$ cat config.mk
export PLATFORM = sky130hd
export DESIGN_NAME = alu_operand_fetch
export DESIGN_NICKNAME = d
export VERILOG_FILES = /design/src/rtl/alu_operand_fetch.sv
export SDC_FILE = /design/constraint.sdc
export NUM_CORES = 2
export LEC_CHECK = 0
export CORE_ASPECT_RATIO = 0.8
export CORE_MARGIN = 1.5
export CORE_UTILIZATION = 40
export DETAILED_ROUTE_END_ITERATION = 8
export PLACE_DENSITY_LB_ADDON = 0.15
export SLEW_MARGIN = 20
export SYNTH_ARGS = -nofsm -noshare
export SYNTH_HDL_FRONTEND = slang
export SYNTH_SLANG_ARGS = --single-unit
$ cat constraint.sdc
create_clock -name clk -period 2.4 [get_ports clk]
set_input_delay 0.24 -clock clk [delete_from_list [all_inputs] [get_ports clk]]
set_output_delay 0.24 -clock clk [all_outputs]
set_load 0.005 [all_outputs]
$ cat src/rtl/alu_operand_fetch.sv
// Operand-fetch stage in front of the ALU: register file read, busy-bit
// scoreboard for RAW/WAW hazards, writeback forwarding, registered outputs.
module alu_operand_fetch #(
  parameter int DATA_W = 32,
  parameter int OP_W   = 5,
  parameter int ADDR_W = 5
) (
  input  logic              clk,
  input  logic              rst,
  input  logic              in_valid,
  output logic              in_ready,
  input  logic [OP_W-1:0]   in_alu_op,
  input  logic [ADDR_W-1:0] in_rs1,
  input  logic [ADDR_W-1:0] in_rs2,
  input  logic [ADDR_W-1:0] in_rd,
  input  logic [DATA_W-1:0] in_imm,
  input  logic              in_use_imm,
  output logic              out_valid,
  input  logic              out_ready,
  output logic [OP_W-1:0]   alu_op,
  output logic [DATA_W-1:0] op_a,
  output logic [DATA_W-1:0] op_b,
  output logic [ADDR_W-1:0] out_rd,
  input  logic              wb_en,
  input  logic [ADDR_W-1:0] wb_rd,
  input  logic [DATA_W-1:0] wb_data
);

  localparam int NREG = 2 ** ADDR_W;

  logic [DATA_W-1:0] regs [NREG];
  logic [NREG-1:0]   busy;
  logic              hazard;
  logic              accept;
  logic [DATA_W-1:0] rs1_val;
  logic [DATA_W-1:0] rs2_val;

  function automatic logic wb_hits(input logic [ADDR_W-1:0] r);
    return wb_en && (wb_rd == r) && (r != '0);
  endfunction

  // A busy source is no hazard if its writeback lands this very cycle.
  function automatic logic blocked(input logic [ADDR_W-1:0] r);
    return (r != '0) && busy[r] && !wb_hits(r);
  endfunction

  // NOTE: every always_comb output gets a default first so no latch is inferred.
  always_comb begin
    hazard  = 1'b0;
    rs1_val = '0;
    rs2_val = '0;
    if (blocked(in_rs1))                hazard = 1'b1;
    if (!in_use_imm && blocked(in_rs2)) hazard = 1'b1;
    if (blocked(in_rd))                 hazard = 1'b1;

    if (wb_hits(in_rs1))      rs1_val = wb_data;
    else if (in_rs1 != '0)    rs1_val = regs[in_rs1];

    if (in_use_imm)           rs2_val = in_imm;
    else if (wb_hits(in_rs2)) rs2_val = wb_data;
    else if (in_rs2 != '0)    rs2_val = regs[in_rs2];
  end

  assign in_ready = (!out_valid || out_ready) && !hazard;
  assign accept   = in_valid && in_ready;

  // NOTE: sequential state uses non-blocking assignments only; the busy-set
  // for an accept is written after the writeback clear so that set wins.
  always_ff @(posedge clk) begin
    if (rst) begin
      // NOTE: the register file is reset explicitly because the stage must
      // come up with every register reading as zero.
      for (int i = 0; i < NREG; i++) regs[i] <= '0;
      busy      <= '0;
      out_valid <= 1'b0;
      alu_op    <= '0;
      op_a      <= '0;
      op_b      <= '0;
      out_rd    <= '0;
    end else begin
      if (wb_en && wb_rd != '0) begin
        regs[wb_rd] <= wb_data;
        busy[wb_rd] <= 1'b0;
      end
      if (accept) begin
        out_valid <= 1'b1;
        alu_op    <= in_alu_op;
        op_a      <= rs1_val;
        op_b      <= rs2_val;
        out_rd    <= in_rd;
        if (in_rd != '0) busy[in_rd] <= 1'b1;
      end else if (out_ready) begin
        out_valid <= 1'b0;
      end
    end
  end

endmodule

---- Word level (Yosys, flattened, before mapping) ----
Memories as Yosys holds them, arrays and structs flattened.
Cells that the tools add are included.
cells by class
  magnitude comparators ................... 6
  eq/ne operators ......................... 3
  multiplexer cells ....................... 32
  bitwise logic cells ..................... 3
  reduce and logical (&&, ||, !) cells .... 31
operator list
  operator            number
  $mux 32             10
  $and 32x32->32      1
  $not 32->32         1
  $or 32x32->32       1
  $reduce_or 32->1    1
  $lt 5x6->1 const B  4
  $reduce_bool 5->1   4
  $logic_and 1x1->1   18
  $mux 1              16
  $bmux 1 s5          3
  $eq 5x5->1          3
  $demux 1 s5         2
  $ge 5x1->1 const B  2
  $logic_not 1->1     6
  $mux 5              1
  $reduce_bool 2->1   1
  $logic_or 1x1->1    1
storage, ports and cells
  register bits after elaboration ......... 107
  bits in writable memories ............... 1024
  bits of input ports ..................... 95
  memories ................................ 1
memories
  name  words  width  rd ports  clocked after memory_dff  wr ports  RTL line  RTL
  regs  32     32     2         0                         32        31        logic [DATA_W-1:0] regs [NREG];

---- Longest topological paths before layout ----
  depth after elaboration ................. 12
  depth in mapped cells ................... 11
  gate-level depth less buffers ........... 7

---- Worst setup path before layout ----
Ideal clock, no wire load.
  path type ............................... input port to flip-flop
  start point ............................. input port in_rs2[0]
  end point ............................... register op_b[20]
  arrival ................................. 2.277 ns
  path slack .............................. -0.020 ns
  stages on the path ...................... 9
  required time ........................... 2.257 ns
  cells stage by stage .................... buf_2 -> buf_6 -> buf_2 -> buf_2 -> mux4_2 -> a22oi_1 -> nand3_1 -> a221oi_1 -> o41ai_2
on the way
  cells in the longest elaborated chain, start to end .. 11
  elaborated cells between the ends (all ways) .. 19
  those cells by class .................... 1 x eq/ne; 7 x mux; 10 x reduce/logical; 1 x memory
RTL lines
  item                                                                 RTL line  RTL
  start, declared                                                      14        input logic [ADDR_W-1:0] in_rs2,
  parallel branches: the longest is 11 deep, another holds $bmux 1 s5  --
  end signal, assigned                                                 89        op_b <= rs2_val;
  end, declared                                                        22        output logic [DATA_W-1:0] op_b,
Parallel ways; which one is timed is not known. The select of a mux whose other input is x is not followed.
A chain may end at the register's enable or synchronous reset.

---- Final worst setup path ----
  start point ............................. register busy[11]
  end point ............................... output port in_ready
on the way
  cells in the longest elaborated chain, start to end .. 9
  elaborated cells between the ends (all ways) .. 18
  those cells by class .................... 9 x mux; 9 x reduce/logical
RTL lines
  item                                                RTL line  RTL
  start, declared                                     32        logic [NREG-1:0] busy;
  start signal, assigned                              74        busy <= '0;
  start signal, assigned by index                     83        busy[wb_rd] <= 1'b0;
  start signal, assigned by index                     91        if (in_rd != '0) busy[in_rd] <= 1'b1;
  $bmux 1 s5                                          44        return (r != '0) && busy[r] && !wb_hits(r);
  $mux 1 (not written as such)                        44
  $logic_and 1x1->1 (2 in series)                     44
  $mux 1 / $logic_and 1x1->1 (equally long branches)  52, 53
  $mux 1                                              53        if (!in_use_imm && blocked(in_rs2)) hazard = 1'b1;
  $mux 1 *                                            54        if (blocked(in_rd)) hazard = 1'b1;
  $logic_not 1->1 *                                   64        assign in_ready = (!out_valid || out_ready) && !hazard;
  $logic_and 1x1->1 *                                 64
  end, declared                                       11        output logic in_ready,
Every way passes the cells marked *; elsewhere a longest branch is shown, timed or not. The select of a mux whose other input is x is not followed.

==> impl_metrics.env <==
export IMPL_final_setup_skew_ns=0.02642
export IMPL_worst_hold_slack_ns=0.06519
export IMPL_min_to="alu_op[0]"
export IMPL_synthDistinctLibCells=55
export IMPL_groute_usage_overall_pct=30.60
export IMPL_finalSetupViolCount=107
export IMPL_finalWirelength_um=236800
export IMPL_grt_pass1_wl_um=327600
export IMPL_ys_ff_latch=1131
export IMPL_routed_via_density=6.195
export IMPL_synth_async_sr_flop_share_pct=0
export IMPL_port_buffers=170
export IMPL_hp_start="in_alu_op[0]"
export IMPL_drv_slew=0
export IMPL_wire_per_inst_um=34.71
export IMPL_final_common_cell="edfxtp_1"
export IMPL_synthFlopType="edfxtp_1"
export IMPL_ant_nets=0
export IMPL_drcViolationCount=0
export IMPL_start_util_pct=40.43
export IMPL_cts_buffers=117
export IMPL_clk_latency_ns=0.77
export IMPL_pre_cts_slack_ns=-1.149
export IMPL_pin_count=171
export IMPL_r2r_end="op_b[30]"
export IMPL_antenna_found_initial=21
export IMPL_path_class="flop to output port"
export IMPL_cts_reportedPaths_clkPinSlew_ns=0.06
export IMPL_clock_sinks=1131
export IMPL_rows=126
export IMPL_grt_ovfl_total=0
export IMPL_p_leak_nw=26.52
export IMPL_relSlewSlack_pct=41.85
export IMPL_reg2reg_depth=9
export IMPL_end_kind="output port"
export IMPL_synthesis_area_um2=59850
export IMPL_crit_fanout=3
export IMPL_gp_congestion=0.9430
export IMPL_hpwl_um=157100
export IMPL_finalCritPeriodShare_pct=125.2
export IMPL_h_tree_depth=3
export IMPL_hold_viol=0
export IMPL_die_area_um2=152000
export IMPL_grt_pass1_vias=41440
export IMPL_syn_avg_cell_area_um2=14.22
export IMPL_powerDensity_nw_per_um2=671.4
export IMPL_synth_cells=4209
export IMPL_die_w_um=435.5
export IMPL_most_common_layout_cells="edfxtp_1 (1,024), and2_1 (994), mux4_2 (463)"
export IMPL_rsz0062_at_grt="true"
export IMPL_clock_root_buffer="clkbuf_16"
export IMPL_cts_buffer_depth=3
export IMPL_fin_setup_tns_ns=-21.41
export IMPL_die_height_um=349.0
export IMPL_tritoncts="done"
export IMPL_hold_class="input pin to flop"
export IMPL_cp_required_ns=2.16
export IMPL_arrival_ns=2.77
export IMPL_layout_setup_ws_ns=-0.6058
export IMPL_ir_drop_v=0.0006561
export IMPL_drtPass1Iterations=5
export IMPL_grt_max_degree=81
export IMPL_critPathLaunchType="flop"
export IMPL_min_period_ns=3.006
export IMPL_area_growth_pct=24.52
export IMPL_drv_cap=0
export IMPL_min_path_cells=3
export IMPL_vias=42270
export IMPL_dr_first_iter_drc_count=5786
export IMPL_synth_edff_count=1024
export IMPL_tightest_slew_ns=0.8723
export IMPL_max_freq_ghz=0.3327
export IMPL_reg2reg_from="busy[9]"
export IMPL_core_um2=148000
export IMPL_yosysWarnings=0
export IMPL_rrSetupSlack_ns=-0.42
export IMPL_nNetsFinal=4826
export IMPL_drive_gt1_share_pct=30.51
export IMPL_violations="setup timing"
export IMPL_finalPower_mw=50.03
export IMPL_status="finished, violations left"
export IMPL_synth_seq_area_share_pct=54.96
## synthesized netlist by cell type, types with 2 or more instances
library cell  count  area [µm²]
a211oi_1        118       885.9
a21o_1           30       225.2
a21oi_1          87       435.4
a221oi_1         31       271.5
a22o_1           33       289.0
a22oi_1         126       945.9
a32oi_1           2       17.52
and2_1          996        6231
and3_1            2       12.51
buf_1            13       48.80
buf_2            94       470.5
buf_4             9       67.56
buf_6             9       101.4
clkbuf_1        339        1272
dfxtp_1         107        2142
edfxtp_1       1024       30750
inv_1            36       135.1
mux2i_1         180        1802
mux4_2          463       10430
nand2_1          44       165.2
nand2b_1         13       81.33
nand3_1          54       270.3
nand3b_1          4       30.03
nand4_1           3       18.77
nor2_1           46       172.7
nor2b_1          73       456.7
nor3_1           17       85.08
nor3b_1           5       37.54
nor4_1            8       50.05
o211ai_1          2       15.01
o21ai_0          44       220.2
o221ai_1         43       376.6
o22ai_1          81       506.7
o32ai_1           6       52.55
o41ai_1           6       52.55
o41ai_2          27       439.2
or3_1             2       12.51
or3b_2            2       17.52
xnor2_1           7       61.31
xor2_1            8       70.07
## cell type report
class,instances,area (µm²)
inverters,36,135.1
clock buffers,157,3252
flip-flops and latches,1131,32890
fillers,12430,73510
diodes,5,12.51
clock inverters,65,724.4
well taps,1984,2482
multi-input cells,2610,25740
repair buffers,835,9283
## worst max path at each step
stage / start / endpoint / slack (ns) / depth (start not counted)
final: busy[11] / in_ready / -0.61 / 8
after CTS: busy[11] / in_ready / -0.76 / 8
after global placement: in_rd[1] / op_a[23] / -1.15 / 9
after global routing: busy[11] / in_ready / -0.72 / 8
after detailed placement: in_rd[1] / op_a[28] / -1.15 / 10
after floorplan: in_rs2[0] / op_b[20] / -0.02 / 9
## registers in the layout (all words and copies together) (netlist names)
register,count
regs,1024
busy,32
op_a,32
op_b,32
alu_op,5
out_rd,5
out_valid,1
## per-stage QoR
step / area (µm²) / std cells / util [%]
CTS: 73990 / 6809 / 49.98
global placement: 69610 / 6570 / 47.02
detailed placement: 69630 / 6571 / 47.03
floorplan: 59970 / 4240 / -
finish: 74530 / 6823 / 50.34
global route: 74520 / 6819 / 50.34
## power breakdown
part | leakage, nW | switching (mW) | total [mW] | internal, mW
sequential | 10.6 | 0.678 | 23.3 | 22.6
clock | 1.94 | 8.22 | 19.3 | 11.1
combinational | 13.9 | 4.03 | 7.45 | 3.42
total | 26.5 | 12.9 | 50.0 | 37.1
## critical path: stages, from the launching register on
cell,delay [ns]
dfxtp_2,0.34
buf_6,0.12
mux4_2,0.45
nor3b_4,0.17
nor4_2,0.13
nand4_1,0.21
a32oi_4,0.25
and3_4,0.24
buf_6,0.10
## cell families after synthesis
family                    after synthesis  synth area share (%)
AOI/OAI and AO/OA                     645                 8.046
DFF                                  1131                 54.96
other                                   1              0.006266
xor gates and xnor gates               15                0.2195
and+or+nand+nor                      1274                 12.84
buffers and inverters                 500                 3.502
muxes                                 643                 20.43
## per-layer routing
layer / part of all wire, % / GRT usage, % / wire, µm
met1: 42 / 43.26 / 98300
met2: 44 / 46.17 / 104100
met3: 10 / 6.081 / 23660
met4: 4.6 / 12.51 / 10810
met5: 0.0076 / 0 / 18
## repair_timing
item / CTS / global route
hold buffers: 1 / 0
buffers inserted: 8 / 8
hold endpoints to repair: 1 / 0
resized for setup: 28 / 81
pin swaps: 8 / 53
setup endpoints to repair: 104 / 107
gates cloned: 7 / 4
(Power assumes the default switching activity.)
